`config.mk`:
```
export PLATFORM = sky130hd
export DESIGN_NAME = timer_arbiter
export DESIGN_NICKNAME = d
export VERILOG_FILES = /design/src/rtl/timer_arbiter.sv
export SDC_FILE = /design/constraint.sdc
export NUM_CORES = 1
export LEC_CHECK = 0
export ABC_AREA = 1
export CAP_MARGIN = 20
export CORE_MARGIN = 1.5
export CORE_UTILIZATION = 29
export DETAILED_ROUTE_END_ITERATION = 8
export PLACE_DENSITY_LB_ADDON = 0.15
export SLEW_MARGIN = 5
export SYNTH_ARGS = -nofsm -noshare
export SYNTH_HDL_FRONTEND = slang
export SYNTH_SLANG_ARGS = --single-unit
```
`constraint.sdc`:
```
create_clock -name clk -period 1.6 [get_ports clk]
set_input_delay 0.32 -clock clk [delete_from_list [all_inputs] [get_ports clk]]
set_output_delay 0.32 -clock clk [all_outputs]
set_load 0.05 [all_outputs]
```
`src/rtl/timer_arbiter.sv`:
```
// timer_arbiter: 4-way arbiter that times each grant for max_bus[i] cycles and pulses done on completion.
// Define TIMER_ARB_RR_EN for round-robin selection; otherwise lowest index wins.
module timer_arbiter #(
    parameter int WIDTH = 16
) (
    input  logic               clk,
    input  logic               nRst,
    input  logic [3:0]         req,
    input  logic [4*WIDTH-1:0] max_bus,
    output logic [3:0]         gnt,
    output logic [3:0]         done,
    output logic               busy,
    output logic [WIDTH-1:0]   cnt
);
    typedef enum logic [1:0] {IDLE, COUNT, DONE} state_t;
    state_t           state;
    logic [WIDTH-1:0] max_q;
    logic [1:0]       win;
    logic [3:0]       win_oh;
`ifdef TIMER_ARB_RR_EN
    logic [1:0] rr_ptr;
    logic [1:0] idx;
    // descending loop so the candidate nearest rr_ptr+1 is written last and wins
    always_comb begin
        win = 2'd0;
        idx = 2'd0;
        for (int k = 3; k >= 0; k--) begin
            idx = rr_ptr + 2'd1 + 2'(k);
            if (req[idx]) win = idx;
        end
    end
`else
    always_comb begin
        win = 2'd0;
        for (int k = 3; k >= 0; k--)
            if (req[k]) win = 2'(k);
    end
`endif
    assign win_oh = 4'b0001 << win;
    always_ff @(posedge clk or negedge nRst) begin
        if (!nRst) begin
            state <= IDLE;
            gnt   <= '0;
            done  <= '0;
            busy  <= 1'b0;
            cnt   <= '0;
            max_q <= '0;
`ifdef TIMER_ARB_RR_EN
            rr_ptr <= 2'd3;
`endif
        end else begin
            done <= '0;
            case (state)
                IDLE: if (|req) begin
                    state <= COUNT;
                    gnt   <= win_oh;
                    max_q <= max_bus[win*WIDTH +: WIDTH];
                    cnt   <= '0;
                    busy  <= 1'b1;
`ifdef TIMER_ARB_RR_EN
                    rr_ptr <= win;
`endif
                end
                // abort beats reach: a dropped request never earns a done pulse
                COUNT: if (~|(req & gnt)) begin
                    state <= IDLE;
                    gnt   <= '0;
                    cnt   <= '0;
                    busy  <= 1'b0;
                end else if (cnt >= max_q) begin
                    state <= DONE;
                    cnt   <= '0;
                end else begin
                    cnt <= cnt + WIDTH'(1);
                end
                DONE: begin
                    state <= IDLE;
                    done  <= gnt;
                    gnt   <= '0;
                    busy  <= 1'b0;
                end
                default: state <= IDLE;
            endcase
        end
    end
endmodule

```
# ---- After elaboration in Yosys (flattened, before gate mapping)
# Cells that the tools add are included.
dict set report totals {
  in_bits 70
  regBits 43
}
dict set report op_classes {
  order_cmp 1
  shift 2
  bitwise_logic 1
  mux 19
  n_addsub 1
  eq_ne 5
  reduce_logical 9
}
# cell n
set op_table {}
lappend op_table {{variable part select 64 x 7 -> 16 bit} 1}
lappend op_table {{2-to-1 mux 16 bit} 3}
lappend op_table {{one-hot mux 16 bit (2 select lines)} 1}
lappend op_table {{adder 16 x 1 -> 16 bit, second input constant} 1}
lappend op_table {{greater-or-equal comparator 16 bit} 1}
lappend op_table {{2-to-1 mux 2 bit} 7}
lappend op_table {{2-to-1 mux 4 bit} 3}
lappend op_table {{one-hot mux 4 bit (3 select lines)} 1}
lappend op_table {{OR reduction 4 bit} 2}
lappend op_table {{AND reduction 2 bit} 3}
lappend op_table {{AND 4 bit} 1}
lappend op_table {{!= test 2 bit, second input constant} 2}
lappend op_table {{one-hot mux 2 bit (2 select lines)} 1}
lappend op_table {{left shift 1 x 2 -> 4 bit, first input constant} 1}
lappend op_table {{!= test 3 bit, second input constant} 1}
lappend op_table {{one-hot mux 1 bit (3 select lines)} 1}
lappend op_table {{AND reduction 3 bit} 1}
lappend op_table {{nonzero test 3 bit} 1}
lappend op_table {{== test 2 x 1 -> 1 bit, second input constant} 1}
lappend op_table {{== test 2 bit, second input constant} 1}
lappend op_table {{logical NOT 2 bit} 1}
lappend op_table {{2-to-1 mux 1 bit} 2}
lappend op_table {{nonzero test 2 bit} 1}

# ---- Logic depth before layout (Yosys ltp)
# Gate-level depths: netlist (run 1).
dict set report logic_depth {
  ltp_word 7
  ltp_mapped 14
  mapped_depth_nobuf 14
}

# ---- Worst setup path after synthesis (run 1)
# No wires, ideal clock.
dict set report synth_timing {
  path_type {reg-to-reg}
  start {register cnt[15]}
  end {register cnt[6]}
  setup_slack_ns -0.312
  n_path_buf 1
  required_time_ns 1.479
  setup_time_ns 0.121
  path_stages_with_launch 10
  arrival_ns 1.791
  path_cell_list {dfrtp_1 > ha_1 > nand2_1 > inv_1 > nand3_1 > a21oi_1 > nor2_4 > a21oi_4 > buf_6 > nor2_1}
}
dict set report synth_between {
  elab_chain_cells 4
}
# element line_no
set synth_lines {}
lappend synth_lines {{start: declaration} 13} ;# output logic [WIDTH-1:0] cnt
lappend synth_lines {{start signal: assignment} 74} ;# cnt <= cnt + WIDTH'(1);
lappend synth_lines {{greater-or-equal comparator 16 bit} 70} ;# end else if (cnt >= max_q) begin
lappend synth_lines {{2-to-1 mux 16 bit} 70}
lappend synth_lines {{2-to-1 mux 16 bit} 65} ;# COUNT: if (~|(req & gnt)) begin
lappend synth_lines {{one-hot mux 16 bit (2 select lines)} 53} ;# case (state)
# No other way between the ends.
# A chain may end at the register's enable or synchronous reset.

# ---- Final worst setup path (run 1)
dict set report layout_timing {
  start {register cnt[5]}
  end {register cnt[2]}
}
# Same word-level chain as after synthesis.

==> metrics, run 1 <==
total chip power=0.005731 W; maximum fanout along the worst path=14; Met1 Wirelength=3.978 mm; share of flip-flops with an asynchronous set or reset=1.000; ANT nets after route=0; IO Count=95; initial antenna violation count=0; # setup viols final=16; TNS Setup=-0.7454 ns; first-pass GRT wire length=14.72 mm; static leakage=2.383 nW; Clock transition at path regs=0.08 ns; Area Overhead vs Synth=64.73%; # nets final=roughly 630; pins over their slew limit=0; Routed met2 length=between 4 and 5 mm; wirelength, routed=8.603 mm; CP Capture Type=flip-flop; share of cells above drive strength 1=0.3112; core area=0.01023 mm2; largest net degree at the start of global routing=44; final core occ=0.4861; Synth Flop Type=dfrtp_1; status=finished, violations left; clock sink count=43; drt wl/cell=12.67 um; Syn Inst Count=403; Synth Cell Area=0.003019 mm2; min Tclk post-route=around 1.7 ns; min-delay worst type=in2async; Port Buffers=between 90 and 100; drt first pass iters=4; max layer used=met4; clock buffer depth=2; root buf cell=clkbuf_8; DRC violations left=0; failing checks=hold timing, setup timing; most common cell after layout, fill and taps aside=nand2_1; vias per cell=4.436; Crit Path Category=reg2reg; Area contributors post-synth=dfrtp_1, nand2_1, ha_1; skew final=between 0.01 and 0.015 ns; CTS H-tree depth=2; worst slew pin tran=0.2797 ns; Antenna diodes=0; met3 wire len=380 um; Post-synth EDFFs=0; hold slack=-0.01533 ns; worst endpoint data arrival time=1.84 ns; die footprint=0.01103 mm2; sequential share of the synthesized area=0.3564; crit path launch type=flip-flop; vias in the first global route=3,159; First DRT Iteration DRCs=83; Rows=37; Total Routing Usage GR=0.1651; maxcap violations=0; CTS buffer count=5; Max rail drop VDD=0.5537 mV; maximum clock rate=602.7 MHz; pwr/cell area=1152 mW/mm2; Synth warnings=0; Fillers=986; WP data required=1.78 ns; Final period util=1.037; Setup WS post-layout=-0.05908 ns; CTS tree=built; later-pin clock latency in the skew report=0.30 ns; Yosys cell types=34; Post-Syn Area per Cell=7.492 um2; DR vias=3,012; Synth top area share=0.3564; worst slack at placement=-0.2811 ns; initial core utilization=0.2951; GRT Residual Overflow=0; RSZ-0062 raised after global routing=true; Yosys reg bits=43; DP HPWL=6.940 mm; Die W=105.0 um; cell taking the most area after synthesis=dfrtp_1; chip height=105.0 um; Slew headroom=0.8127; Final Hold Fails=10; most frequent cells in the layout=nand2_1, clkdlybuf4s50_1, inv_1, buf_4, buf_12; Post-Syn Nets=494; Final Wtd Congestion=0.8663
[state kept, by name (all words and copies together), names as in the netlist]
name   cells
gnt        4
busy       1
max_q     16
done       4
state      2
cnt       16
[cells in the mapped netlist (2+ instances only)]
| library cell | number |
|---|---|
| buf_4 | 3 |
| nor2_2 | 9 |
| inv_2 | 3 |
| xor2_1 | 5 |
| nor2_1 | 30 |
| buf_2 | 3 |
| or2_2 | 9 |
| dfrtp_1 | 43 |
| o21bai_2 | 2 |
| nand2_4 | 2 |
| o211ai_1 | 16 |
| a31oi_1 | 7 |
| nor2_4 | 3 |
| ha_1 | 21 |
| nand2_1 | 103 |
| buf_6 | 2 |
| o21ai_1 | 3 |
| nand3_1 | 16 |
| nand2_2 | 4 |
| a22oi_1 | 9 |
| o22ai_1 | 3 |
| a21oi_1 | 21 |
| o21ai_0 | 5 |
| nand4_1 | 3 |
| inv_1 | 69 |
[area by class of cell]
| cell class | instances | area [um2] | area share |
|---|---|---|---|
| Tap cell | 136 | 170.2 | 0.03421 |
| Inverter | 73 | 274.0 | 0.05509 |
| Clock buffer | 7 | 76.32 | 0.01535 |
| Timing Repair Buffer | 142 | 1595 | 0.3208 |
| Sequential cell | 43 | 1096 | 0.2204 |
| Multi-Input combinational cell | 278 | 1762 | 0.3542 |
[per-stage QoR]
step | instances | instance area (um2) | hold slack, ns
after floorplan | 403 | 3083 | 0.02441
after global placement | 671 | 4755 | 0.3292
after detailed placement | 671 | 4755 | 0.3259
after CTS | 678 | 4897 | 0.008742
after global routing | 679 | 4974 | 0.01761
final | 679 | 4974 | -0.01533
[worst paths after layout]
| check | startpoint | end | slack, ns | cells after the start |
|---|---|---|---|---|
| max | cnt[5]$_DFFE_PN0P_ | cnt[2]$_DFFE_PN0P_ | -0.06 | 11 |
| min | nRst | cnt[5]$_DFFE_PN0P_ | -0.02 | 2 |
| max reg2reg | cnt[5]$_DFFE_PN0P_ | cnt[2]$_DFFE_PN0P_ | -0.06 | 11 |
| min reg2reg | max_q[7]$_DFFE_PN0P_ | max_q[7]$_DFFE_PN0P_ | 0.56 | 2 |
| max in group asynchronous | nRst | cnt[1]$_DFFE_PN0P_ | 1.35 | 2 |
| min in group clk | req[1] | gnt[1]$_DFFE_PN0P_ | 0.39 | 3 |
[cell families after synthesis]
group           after synthesis  synth area share
simple gates                183            0.2768
buf+inv                      82            0.1156
compound gates               68            0.1467
flops                        43            0.3564
fa+ha+maj                    21           0.08703
xor+xnor                      6           0.01741
[critical path: stages, from the launching register on]
cell     delay, ns
dfrtp_2       0.45
ha_4          0.28
nand2_1       0.05
inv_1         0.06
nand2_2       0.06
nor2_1        0.08
nor2_1        0.04
nand2_1       0.06
nand2_2       0.08
a21oi_4       0.17
buf_12        0.16
nor2_1        0.05
[power by group]
| part | internal [W] | switching [W] | total (W) |
|---|---|---|---|
| clock network | 0.000301 | 0.000368 | 0.000669 |
| registers | 0.00139 | 0.000159 | 0.00154 |
| logic | 0.00163 | 0.00188 | 0.00352 |
| total | 0.00332 | 0.00241 | 0.00573 |
[metal layers]
metal  vias to the layer above  track usage
met5                         -            0
met4                         0      0.04599
met3                         9      0.02745
met2                        85       0.2754
met1                      1352       0.2196
li1                       1566            -
[repair_timing]
| action | in CTS | in global routing |
|---|---|---|
| setup endpoints to repair | 18 | 32 |
| gates resized for setup | 11 | 27 |
| hold buffers | 0 | 0 |
| buffers inserted | 0 | 1 |
| pin swaps | 1 | 4 |
Power figures use the tool's default switching activity.
==> run 2: changes to the inputs <==
--- a/config.mk
+++ b/config.mk
@@ -10,8 +10,9 @@
 export CORE_MARGIN = 1.5
 export CORE_UTILIZATION = 29
 export DETAILED_ROUTE_END_ITERATION = 8
+export GPL_ROUTABILITY_DRIVEN = 0
 export PLACE_DENSITY_LB_ADDON = 0.15
-export SLEW_MARGIN = 5
+export SLEW_MARGIN = 20
 export SYNTH_ARGS = -nofsm -noshare
 export SYNTH_HDL_FRONTEND = slang
 export SYNTH_SLANG_ARGS = --single-unit
==> constraint.sdc (replaced) <==
create_clock -name clk -period 1.45 [get_ports clk]
set_input_delay 0.29 -clock clk [delete_from_list [all_inputs] [get_ports clk]]
set_output_delay 0.29 -clock clk [all_outputs]
set_load 0.05 [all_outputs]
==> run 2 against run 1 <==
The run ends with setup timing left. Worst setup slack worse by 0.17 ns. Register-to-register slack worse by 0.17 ns. Via count is 4.6% higher. Wire length is 0.94% higher. Critical endpoint is now cnt[3]$_DFFE_PN0P_.
==> metrics, run 2 (same netlist as run 1, synthesis figures left out) <==
status=finished, violations left; failing checks=setup timing; CTS tree=built; static leakage=2.505 nW; met2 Resource Use GR=0.2862; Logic pwr share=0.648; initial antenna violation count=0; Antenna diodes=0; Setup WS post-layout=-0.2256 ns; GR Layer Usage met3=0.03743; Clock transition at path regs=0.09 ns; die footprint=0.01103 mm2; maxcap violations=0; internal power=0.004133 W; switching share of power=0.4080; gr busiest metal=met2; min-delay worst type=in2reg; CTS H-tree depth=2; DP HPWL=6.862 mm; met1 Track Usage GR=0.2092; # setup viols final=18; vias per cell=4.444; core area=0.01023 mm2; root buf cell=clkbuf_8; min Tclk post-route=1.676 ns; most frequent cells in the layout=nand2_1, buf_4, clkdlybuf4s50_1, inv_1, buf_12; crit path launch type=flip-flop; slowest library cell on the worst path=dfrtp_2; vias in the first global route=3,242; post-route cell area=around 0.0054 mm2; DRC violations left=0; chip height=105.0 um; Clock power frac=0.108; Fillers=978; wirelength, routed=8.684 mm; Final Hold Fails=0; later-pin clock latency in the skew report=0.30 ns; skew final=0.009209 ns; drt first pass iters=4; drt wl/cell=12.25 um; Worst Setup SP=cnt[15]$_DFFE_PN0P_; top flop regs=cnt x16, max_q x16; TNS Setup=-3.267 ns; clock buffer depth=2; CP Capture Type=flip-flop; Area Overhead vs Synth=77.33%; critical-path cell list=ha_4, nand2_1, inv_2, nand3_2, nor2_2, nand2_2, a21oi_4, buf_12, nor2_1; ANT nets after route=0; Final period util=1.156; r2r startpoint=cnt[15]$_DFFE_PN0P_; worst slew pin tran=around 0.25 ns; Seq pwr share=0.243; initial core utilization=0.2951; worst endpoint data arrival time=1.86 ns; share of cells above drive strength 1=0.3665; largest net degree at the start of global routing=44; pwr/cell area=1304 mW/mm2; slowest stage delay, CP=roughly 0.44 ns; Total Routing Usage GR=0.1653; Post-DP Area=0.004980 mm2; Die W=105.0 um; switching component of the power=0.002848 W; Slew headroom=0.8318; Crit Path Category=reg2reg; maximum clock rate=596.8 MHz; IO Count=between 90 and 100; hold slack=0.4796 ns; first-pass GRT wire length=14.70 mm; maximum fanout along the worst path=14; Port Buffers=94; # placed instances=694; Seq. cell area=about 0.0011 mm2; RSZ-0062 raised after global routing=true; pins over their slew limit=0; DR vias=3,151; # nets final=663; clock sink count=43; Multi-input gate area=0.001879 mm2; First DRT Iteration DRCs=62; Cell Count, Final, Fillers Out=709; Rows=37; GRT Residual Overflow=0; most common cell after layout, fill and taps aside=nand2_1; Hold Startpoint=req[1]; Max rail drop VDD=approximately 0.8 mV; WP data required=~1.6 ns; CTS buffer count=5
run 2: changes by cell type in the layout (fill, tap and decap cells not counted), sizes merged:
cell,delta
dlygate4sd3,+1
clkbuf,+1
buf,+28
clkdlybuf4s50,-1
dlymetal6s2s,-3
dlygate4sd2,+4
run 2: worst paths after layout:
path	depth (start not counted)	slack [ns]	endpoint
min	3	0.48	gnt[1]$_DFFE_PN0P_
max in group asynchronous	3	0.70	gnt[0]$_DFFE_PN0P_
max reg2reg	9	-0.23	cnt[3]$_DFFE_PN0P_
min reg2reg	2	0.55	max_q[7]$_DFFE_PN0P_
min in group asynchronous	3	0.51	gnt[2]$_DFFE_PN0P_
max	9	-0.23	cnt[3]$_DFFE_PN0P_
run 2: per-layer routing:
layer	part of all wire	routed length, um	vias up
met5	0	0	-
met4	0.0074	64	0
met3	0.048	417	4
met2	0.47	4117	67
met1	0.47	4085	1456
li1	-	-	1624
run 2: final cells by class:
type / count / share of cell area
clock buffer: 8 / 0.01496
inverter: 73 / 0.05258
multi-input combinational: 278 / 0.3510
sequential: 43 / 0.2052
tap: 136 / 0.03178
timing repair buffer: 171 / 0.3445
run 2: worst max-delay path: cells and delay by family, from the launching register on:
| family | cells | cell delay (ns) |
|---|---|---|
| flip-flops | 1 | 0.44 |
| AND/OR/NAND/NOR | 5 | 0.43 |
| buffers and inverters | 2 | 0.24 |
| AO/OA/AOI/OAI | 1 | 0.18 |
| adder cells (fa/ha/maj) | 1 | 0.27 |
run 2: what timing repair did:
item,in CTS,in global routing
hold buffers,1,0
endpoints found under the hold margin,43,0
setup endpoints to repair,35,32
pin swaps,10,10
gates resized for setup,34,25
buffers inserted,0,6
run 2: through the flow:
stage,power (W),util,worst slack (ns)
after CTS,0.006650,0.5068,-0.2197
final,0.006982,0.5233,-0.2256
after floorplan,0.003853,-,-0.2861
after global routing,0.007535,0.5233,-0.3212
after detailed placement,0.005698,0.4867,-0.4230
after global placement,0.005650,0.4867,-0.3856
run 2: power by group through the flow:
stage	clock (W)	sequential (W)	combinational [W]
after floorplan	0	0.00195	0.00190
after global placement	0	0.00170	0.00395
after detailed placement	0	0.00170	0.00400
after CTS	0.000774	0.00169	0.00418
after global routing	0.000814	0.00173	0.00499
final	0.000756	0.00170	0.00453
